===== config.mk =====
export PLATFORM = sky130hd
export DESIGN_NAME = instr_encoder_flat
export DESIGN_NICKNAME = d
export VERILOG_FILES = /design/src/rtl/instr_encoder_if.sv /design/src/rtl/instr_encoder.sv /design/src/flat_wrapper.sv
export SDC_FILE = /design/constraint.sdc
export NUM_CORES = 1
export LEC_CHECK = 0
export BUFFER_PORTS_ARGS = -buffer_cell sky130_fd_sc_hd__buf_4
export CAP_MARGIN = 5
export CORE_MARGIN = 8
export CORE_UTILIZATION = 45
export DETAILED_ROUTE_END_ITERATION = 6
export HOLD_SLACK_MARGIN = 0.03
export PLACE_DENSITY = 0.87
export SLEW_MARGIN = 20
export SYNTH_ARGS = -nofsm -noshare
export SYNTH_HDL_FRONTEND = slang
export SYNTH_SLANG_ARGS = --single-unit

===== constraint.sdc =====
create_clock -name clk -period 4.6 [get_ports clk]
set_input_delay 0.92 -clock clk [delete_from_list [all_inputs] [get_ports clk]]
set_output_delay 0.92 -clock clk [all_outputs]
set_load 0.005 [all_outputs]

===== src/rtl/instr_encoder_if.sv =====
// Request channel (symbolic instruction in) and imem write channel of instr_encoder.
// The slave modport is the encoder's view. The master modport is the environment's view.
interface instr_encoder_if #(
    parameter int ADDR_W = 8
);
    logic              in_valid;
    logic              in_ready;
    logic [2:0]        in_kind;
    logic [2:0]        in_funct3;
    logic              in_f7b5;
    logic [4:0]        in_rd;
    logic [4:0]        in_rs1;
    logic [4:0]        in_rs2;
    logic [31:0]       in_imm;
    logic              imem_we;
    logic [ADDR_W-1:0] imem_addr;
    logic [31:0]       imem_wdata;
    logic              imem_ready;

    modport master (
        output in_valid, in_kind, in_funct3, in_f7b5, in_rd, in_rs1, in_rs2, in_imm,
        input  in_ready,
        input  imem_we, imem_addr, imem_wdata,
        output imem_ready
    );

    modport slave (
        input  in_valid, in_kind, in_funct3, in_f7b5, in_rd, in_rs1, in_rs2, in_imm,
        output in_ready,
        output imem_we, imem_addr, imem_wdata,
        input  imem_ready
    );
endinterface


===== src/rtl/instr_encoder.sv =====
// RV32I encoder for lw/sw/R/beq/I-ALU/jal requests. It streams the encoded words into
// imem at consecutive word addresses through a one-entry output register.
module instr_encoder #(
    parameter int ADDR_W = 8,
    parameter int BASE   = 0
) (
    input  logic              clk,
    input  logic              rst_n,
    input  logic              start,
    instr_encoder_if.slave    bus,
    output logic [ADDR_W:0]   count,
    output logic              err,
    output logic              full
);
    localparam int              DEPTH  = 1 << ADDR_W;
    localparam logic [ADDR_W-1:0] BASE_A = ADDR_W'(BASE);

    localparam logic [2:0] K_LW   = 3'd0;
    localparam logic [2:0] K_SW   = 3'd1;
    localparam logic [2:0] K_R    = 3'd2;
    localparam logic [2:0] K_BEQ  = 3'd3;
    localparam logic [2:0] K_IALU = 3'd4;
    localparam logic [2:0] K_JAL  = 3'd5;

    function automatic logic [31:0] enc_word(
        input logic [2:0]         kind,
        input logic [2:0]         f3,
        input logic               f7b5,
        input logic [4:0]         rd,
        input logic [4:0]         rs1,
        input logic [4:0]         rs2,
        input logic signed [31:0] imm
    );
        logic [31:0] w;
        w = '0;
        case (kind)
            K_LW:   w = {imm[11:0], rs1, 3'b010, rd, 7'b0000011};
            K_SW:   w = {imm[11:5], rs2, rs1, 3'b010, imm[4:0], 7'b0100011};
            K_R:    w = {1'b0, f7b5, 5'b00000, rs2, rs1, f3, rd, 7'b0110011};
            K_BEQ:  w = {imm[12], imm[10:5], rs2, rs1, 3'b000, imm[4:1], imm[11], 7'b1100011};
            K_IALU: w = {imm[11:0], rs1, f3, rd, 7'b0010011};
            K_JAL:  w = {imm[20], imm[10:1], imm[11], imm[19:12], rd, 7'b1101111};
            default: w = '0;
        endcase
        return w;
    endfunction

    // Kinds 6/7 and out-of-range or odd branch/jump offsets are rejected here.
    function automatic logic imm_legal(
        input logic [2:0]         kind,
        input logic signed [31:0] imm
    );
        logic ok;
        ok = 1'b0;
        case (kind)
            K_LW, K_SW, K_IALU: ok = (imm >= -32'sd2048) && (imm <= 32'sd2047);
            K_R:                ok = 1'b1;
            K_BEQ:              ok = (imm >= -32'sd4096) && (imm <= 32'sd4094) && !imm[0];
            K_JAL:              ok = (imm >= -32'sd1048576) && (imm <= 32'sd1048574) && !imm[0];
            default:            ok = 1'b0;
        endcase
        return ok;
    endfunction

    logic signed [31:0] imm_p0;
    logic [31:0]        word_p0;
    logic               legal_p0;
    logic               accept_p0;
    logic [ADDR_W+1:0]  occupancy;

    logic [31:0]        word_p1;
    logic               vld_p1;
    logic [ADDR_W-1:0]  ptr;
    logic               wr_done;

    // Stage p0: combinational encode of the request on the bus
    assign imm_p0   = $signed(bus.in_imm);
    assign word_p0  = enc_word(bus.in_kind, bus.in_funct3, bus.in_f7b5,
                               bus.in_rd, bus.in_rs1, bus.in_rs2, imm_p0);
    assign legal_p0 = imm_legal(bus.in_kind, imm_p0);

    // Words already counted plus the one still pending must leave room for another.
    assign occupancy = {1'b0, count} + {{(ADDR_W+1){1'b0}}, vld_p1};
    assign full      = (count == (ADDR_W+1)'(DEPTH));
    assign wr_done   = vld_p1 && bus.imem_ready;

    assign bus.in_ready = rst_n && !start && !full
                          && (occupancy < (ADDR_W+2)'(DEPTH))
                          && (!vld_p1 || bus.imem_ready);
    assign accept_p0    = bus.in_valid && bus.in_ready;

    // Stage p1: output word register driving the imem write port
    always_ff @(posedge clk or negedge rst_n) begin
        if (!rst_n) begin
            vld_p1  <= 1'b0;
            word_p1 <= '0;
            ptr     <= BASE_A;
            count   <= '0;
            err     <= 1'b0;
        end else if (start) begin
            vld_p1 <= 1'b0;
            ptr    <= BASE_A;
            count  <= '0;
            err    <= 1'b0;
        end else begin
            if (wr_done) begin
                ptr   <= ptr + 1'b1;
                count <= count + 1'b1;
            end
            if (accept_p0 && legal_p0) begin
                vld_p1  <= 1'b1;
                word_p1 <= word_p0;
            end else if (wr_done) begin
                vld_p1 <= 1'b0;
            end
            if (accept_p0 && !legal_p0)
                err <= 1'b1;
        end
    end

    assign bus.imem_we    = vld_p1;
    assign bus.imem_addr  = ptr;
    assign bus.imem_wdata = word_p1;
endmodule


===== src/flat_wrapper.sv =====
// flat-port wrapper written by rule: the top's interface ports become plain ports
module instr_encoder_flat 
#(
    parameter int ADDR_W = 8,
    parameter int BASE   = 0
)
  (clk, rst_n, start, count, err, full, bus_in_valid, bus_in_kind, bus_in_funct3, bus_in_f7b5, bus_in_rd, bus_in_rs1, bus_in_rs2, bus_in_imm, bus_in_ready, bus_imem_we, bus_imem_addr, bus_imem_wdata, bus_imem_ready);
  instr_encoder_if #(.ADDR_W(ADDR_W)) bus_i ();
  input  logic clk;
  input  logic rst_n;
  input  logic start;
  output logic [ADDR_W:0] count;
  output logic err;
  output logic full;
  input wire logic [$bits(bus_i.in_valid)-1:0] bus_in_valid;
  input wire logic [$bits(bus_i.in_kind)-1:0] bus_in_kind;
  input wire logic [$bits(bus_i.in_funct3)-1:0] bus_in_funct3;
  input wire logic [$bits(bus_i.in_f7b5)-1:0] bus_in_f7b5;
  input wire logic [$bits(bus_i.in_rd)-1:0] bus_in_rd;
  input wire logic [$bits(bus_i.in_rs1)-1:0] bus_in_rs1;
  input wire logic [$bits(bus_i.in_rs2)-1:0] bus_in_rs2;
  input wire logic [$bits(bus_i.in_imm)-1:0] bus_in_imm;
  output wire logic [$bits(bus_i.in_ready)-1:0] bus_in_ready;
  output wire logic [$bits(bus_i.imem_we)-1:0] bus_imem_we;
  output wire logic [$bits(bus_i.imem_addr)-1:0] bus_imem_addr;
  output wire logic [$bits(bus_i.imem_wdata)-1:0] bus_imem_wdata;
  input wire logic [$bits(bus_i.imem_ready)-1:0] bus_imem_ready;
  assign bus_i.in_valid = bus_in_valid;
  assign bus_i.in_kind = bus_in_kind;
  assign bus_i.in_funct3 = bus_in_funct3;
  assign bus_i.in_f7b5 = bus_in_f7b5;
  assign bus_i.in_rd = bus_in_rd;
  assign bus_i.in_rs1 = bus_in_rs1;
  assign bus_i.in_rs2 = bus_in_rs2;
  assign bus_i.in_imm = bus_in_imm;
  assign bus_in_ready = bus_i.in_ready;
  assign bus_imem_we = bus_i.imem_we;
  assign bus_imem_addr = bus_i.imem_addr;
  assign bus_imem_wdata = bus_i.imem_wdata;
  assign bus_i.imem_ready = bus_imem_ready;
  instr_encoder #(.ADDR_W(ADDR_W), .BASE(BASE)) u_core (.clk(clk), .rst_n(rst_n), .start(start), .bus(bus_i), .count(count), .err(err), .full(full));
endmodule

### After elaboration in Yosys (flattened, before gate mapping)

Index checks and enable logic that the tools add are counted.

* latch bits: 0
* memories: 0
* output and inout port bits: 53
* memory bits (writable): 0
* register bits: 51
* ROM bits: 0
* word-level logic and storage cells: 58
* bits of input ports: 59

* magnitude comparators: 7
* multiplexer cells: 11
* divide/modulo/power cells: 0
* equality and inequality tests: 6
* $add $sub $neg: 3
* shift operators: 0
* reduce and logical (&&, ||, !) cells: 25
* bitwise gates (word level): 1
* multiply operators: 0

Operator list (number)
* $pmux 32 s6: 1
* $ge 32x12->1 const B: 1
* $ge 32x13->1 const B: 1
* $ge 32x21->1 const B: 1
* $le 32x12->1 const B: 1
* $le 32x13->1 const B: 1
* $le 32x21->1 const B: 1
* $mux 9: 2
* $mux 8: 2
* $logic_and 1x1->1: 13
* $add 9x1->10: 1
* $lt 10x9->1 const B: 1
* $add 9x1->9 const B: 1
* $eq 9x9->1 const B: 1
* $add 8x1->8 const B: 1
* $eq 3x2->1 const B: 2
* $eq 3x3->1 const B: 2
* $logic_not 1->1: 5
* $mux 1: 5
* $pmux 1 s4: 1
* $reduce_bool 2->1: 2
* $eq 3x1->1 const B: 1
* $logic_not 3->1: 1
* $reduce_bool 3->1: 1
* other kinds (4): 4

### Longest topological paths before layout

* depth after elaboration: 9
* depth in mapped cells: 10
* depth with buffers taken out: 6

### Least setup slack after synthesis

No wires, ideal clock.

* path kind: input port to flip-flop
* from: input start
* to: register u_core.word_p1[15], in the netlist u_core.bus.imem_wdata[15]
* path buffers: 2
* slack: 1.716 ns
* setup time: 0.125 ns
* stages on the path: 7
* arrival: 2.759 ns
* data required time: 4.475 ns
* cell sequence: or3b_1 -> a211o_1 -> or3b_4 -> and2_1 -> buf_6 -> buf_6 -> mux2_4

* cells in the longest elaborated chain, start to end: 8
* elaborated cells between the ends (all ways): 9
* those cells by class: bitwise: 1; reduce/logical: 8

RTL lines
* start: declaration: line flat_wrapper.sv:11 `input logic start;`
* $logic_not 1->1: line instr_encoder.sv:87 `assign bus.in_ready = rst_n && !start && !full`
* $logic_and 1x1->1 (2 in series): line instr_encoder.sv:87
* $logic_and 1x1->1: line instr_encoder.sv:88 `&& (occupancy < (ADDR_W+2)'(DEPTH))`
* $logic_and 1x1->1: line instr_encoder.sv:89 `&& (!vld_p1 || bus.imem_ready);`
* $logic_and 1x1->1: line instr_encoder.sv:90 `assign accept_p0 = bus.in_valid && bus.in_ready;`
* $logic_and 1x1->1: line instr_encoder.sv:110 `if (accept_p0 && legal_p0) begin`
* $reduce_and 2->1 (no line) (*)
* end signal: assignment: line instr_encoder.sv:112 `word_p1 <= word_p0;`
* end: declaration: line instr_encoder.sv:71 `logic [31:0] word_p1;`

Mark *: on every way between the ends. The rest lies on a longest branch, timed or not.
A chain may end at the register's enable or synchronous reset.

### Final worst setup path

* from: input start
* to: register u_core.word_p1[19], in the netlist u_core.bus.imem_wdata[19]

The elaborated chain is that of the path after synthesis.

==> flow_summary.yaml <==
outcome:
  status: "completed"
hold_path:
  min_from: "u_core.bus.imem_wdata[6]$_DFFE_PN0P_"
  hold_depth: 2
  min_path_type: "register to register"
  min_to: "u_core.bus.imem_wdata[6]$_DFFE_PN0P_"
timing:
  worst_pin_slew_ns: 0.813
  rsz0062_at_grt: "no"
  skew_ns: 0.00271
  period_minus_slack_ns: 3.20
  hold_violations: 0
  final_max_slew_viol_count: 0
  max_clock_freq_mhz: 313
  fin_tns_setup_ns: 0
  fin_ws_ns: 1.40
  period_share_pct: 69.5
  slew_headroom_pct: 45.8
  finalSetupViolCount: 0
  hold_ws_ns: 0.494
layout:
  instances_no_fill: 450
  num-fill-cells: 494
  num_antenna_cells: 0
  syn2layout_area_growth_pct: 34.4
  drive_gt1_share_pct: 38.7
  utilization_pct: 62.4
  fin_nets: 436
run:
  cap_viol_max_count: 0
drt:
  vias_per_cell: 5.54
  finalWirelength_um: 7640
  drt_pass1_iterations: 4
  ant_nets: 0
  m1WireLength_um: 3100
  drt-wirelength-per-cell_um: 17.0
  routed-wl-met2_um: 3700
  route.top_layer_used: "met4"
  drtIter0Drc: 106
  drc: 0
  vias: 2491
  routed-wl-met3_um: 777
synthesis:
  yosysWarnings: 0
  synth_seq_area_share_pct: 44.9
  synth-edff-count: 0
  syn_inst: 271
  synth_ff_type: "dfrtp_1"
  synth_nets: 333
  synthArstFlopShare_pct: 100
  ys_types: 42
  postSynthAreaPerCell_um2: 10.1
  synthesis.area_um2: 2730
  ys_ff_latch: 49
worst_setup_path:
  rrSetupSlack_ns: 1.71
  r2r_cells: 7
  worst_setup_path_start_kind: "input port"
  cp_max_fo: 20
  end_kind: "register"
  worstPathRequired_ns: 4.79
  crit_type: "input port to register"
  reg2reg_from: "u_core.count[2]$_DFFE_PN0P_"
  reg2reg_to: "u_core.bus.imem_wdata[19]$_DFFE_PN0P_"
  arrival_ns: 3.39
clock_network:
  htreeDepth: 2
  cts_tree: "built"
  hold_buffers: 0
  clockBufferDepth: 2
  cts_setup_buffers: 0
  clk_latency_ns: 0.30
  cts_buffers: 5
  path_clk_slew_ns: 0.09
  post_cts_resized: 0
  clock_sinks: 49
  root_buffer: "clkbuf_8"
power:
  switching_share_pct: 26.8
  clkPwrFrac_pct: 24.9
  p_leak_nw: 1.84
  combPwrFrac_pct: 25.0
  ir_drop_v: 0.000199
  seqPwrFrac_pct: 50.1
  powerDensity_nw_per_um2: 277
  p_sw_mw: 0.272
  internal-power_mw: 0.744
global_route:
  grt_pass1_vias: 2591
  grt_pass1_wl_um: 12400
  antenna_found_initial: 0
  grt_overflow: 0
  grt_usage_pct: 17.5
  grt_max_degree: 50
place:
  gp_congestion: 0.900
  dp_hpwl_um: 6160
  pre_cts_ws_ns: 1.09
  placement.io_buffers: 111
  placed_cells: 442
floorplan:
  ios: 112
  initial_core_util_pct: 46.4
  dieHeight_um: 93.9
  dieArea_um2: 8820
  core_um2: 5890
  row_count: 28
  die_x_um: 93.9
==> power by group through the flow <==
stage                     clock [mW]  combinational, mW  sequential, mW
after floorplan                    0              0.105           0.514
after global placement             0              0.253           0.516
after detailed placement           0              0.258           0.516
after CTS                      0.262              0.258           0.509
after global routing           0.282              0.279           0.515
final                          0.253              0.254           0.509
==> critical path, stage by stage <==
cell and delay [ns]:
buf_4 0.18, or3b_1 0.42, a211o_1 0.35, or3b_4 0.45
and2_1 0.42, buf_4 0.34, mux2_4 0.31
==> layout by cell type, fill, tap and decap left out, drive strengths merged, types with 9 or more instances in the layout <==
cell   count
nor2      19
dfrtp     49
a21oi     14
inv       13
buf      113
a22o       9
mux2      22
nand4     10
nand2     22
o22ai     10
xor2      10
==> stage by stage <==
stage	total power, mW	area (um^2)
after floorplan	0.620	2730
after global placement	0.769	3580
after detailed placement	0.774	3580
after CTS	1.03	3670
after global routing	1.08	3670
final	1.02	3670
==> how the worst max path moves through the flow <==
stage	start	depth (start not counted)	end
finish	start	7	u_core.bus.imem_wdata[19]$_DFFE_PN0P_
global route	bus_in_kind[2]	8	u_core.bus.imem_wdata[19]$_DFFE_PN0P_
CTS	start	7	u_core.bus.imem_wdata[19]$_DFFE_PN0P_
detailed placement	start	7	u_core.bus.imem_wdata[19]$_DFFE_PN0P_
global placement	start	7	u_core.bus.imem_wdata[17]$_DFFE_PN0P_
floorplan	start	7	u_core.bus.imem_wdata[15]$_DFFE_PN0P_
==> metal layers <==
| layer | vias up | track usage (%) |
|---|---|---|
| li1 | 1194 | - |
| met4 | 0 | 3.43 |
| met3 | 8 | 6.63 |
| met2 | 112 | 29.3 |
| met1 | 1177 | 20.8 |
| met5 | - | 0 |
==> area by class of cell <==
type	count	area (um^2)	area share, %
well taps	75	93.8	2.56
inverters	13	48.8	1.33
multi-input cells	192	1360	37.1
clock inverters	3	21.3	0.580
flip-flops and latches	49	1230	33.4
repair buffers	113	848	23.1
clock buffers	5	68.8	1.88
==> registers in the layout, summed over array words and instances, names as in the netlist <==
register	count
u_core.bus.imem_addr	8
u_core.bus.imem_wdata	30
u_core.bus.imem_we	1
u_core.count	9
u_core.err	1
==> logic make-up after synthesis <==
family          count (synthesis)  synth area share (%)
fa+ha+maj                       3                  1.37
buf+inv                        30                  5.22
simple gates                   89                  16.9
mux                            27                  12.6
compound gates                 60                  14.9
flops                          49                  44.9
xor+xnor                       13                  4.17
==> synthesized netlist by cell type, types with 3 or more instances <==
library cell,instances,area share (%)
o21ai_0,8,1.5
nor2_1,19,2.6
xor2_1,10,3.2
a21oi_1,14,2.6
a22oi_1,8,2.2
a22o_1,9,2.9
and2_1,3,0.69
mux2_4,12,6.6
nand3_1,7,1.3
xnor2_1,3,0.96
ha_1,3,1.4
dfrtp_1,49,45
nand2_1,22,3.0
nand4_1,10,2.3
or3_1,5,1.1
buf_6,3,1.2
nor4_1,8,1.8
mux2i_1,5,1.8
and3_1,4,0.92
o22ai_1,10,2.3
mux2_2,10,4.1
clkbuf_1,11,1.5
inv_1,12,1.6
(Power assumes the default switching activity.)
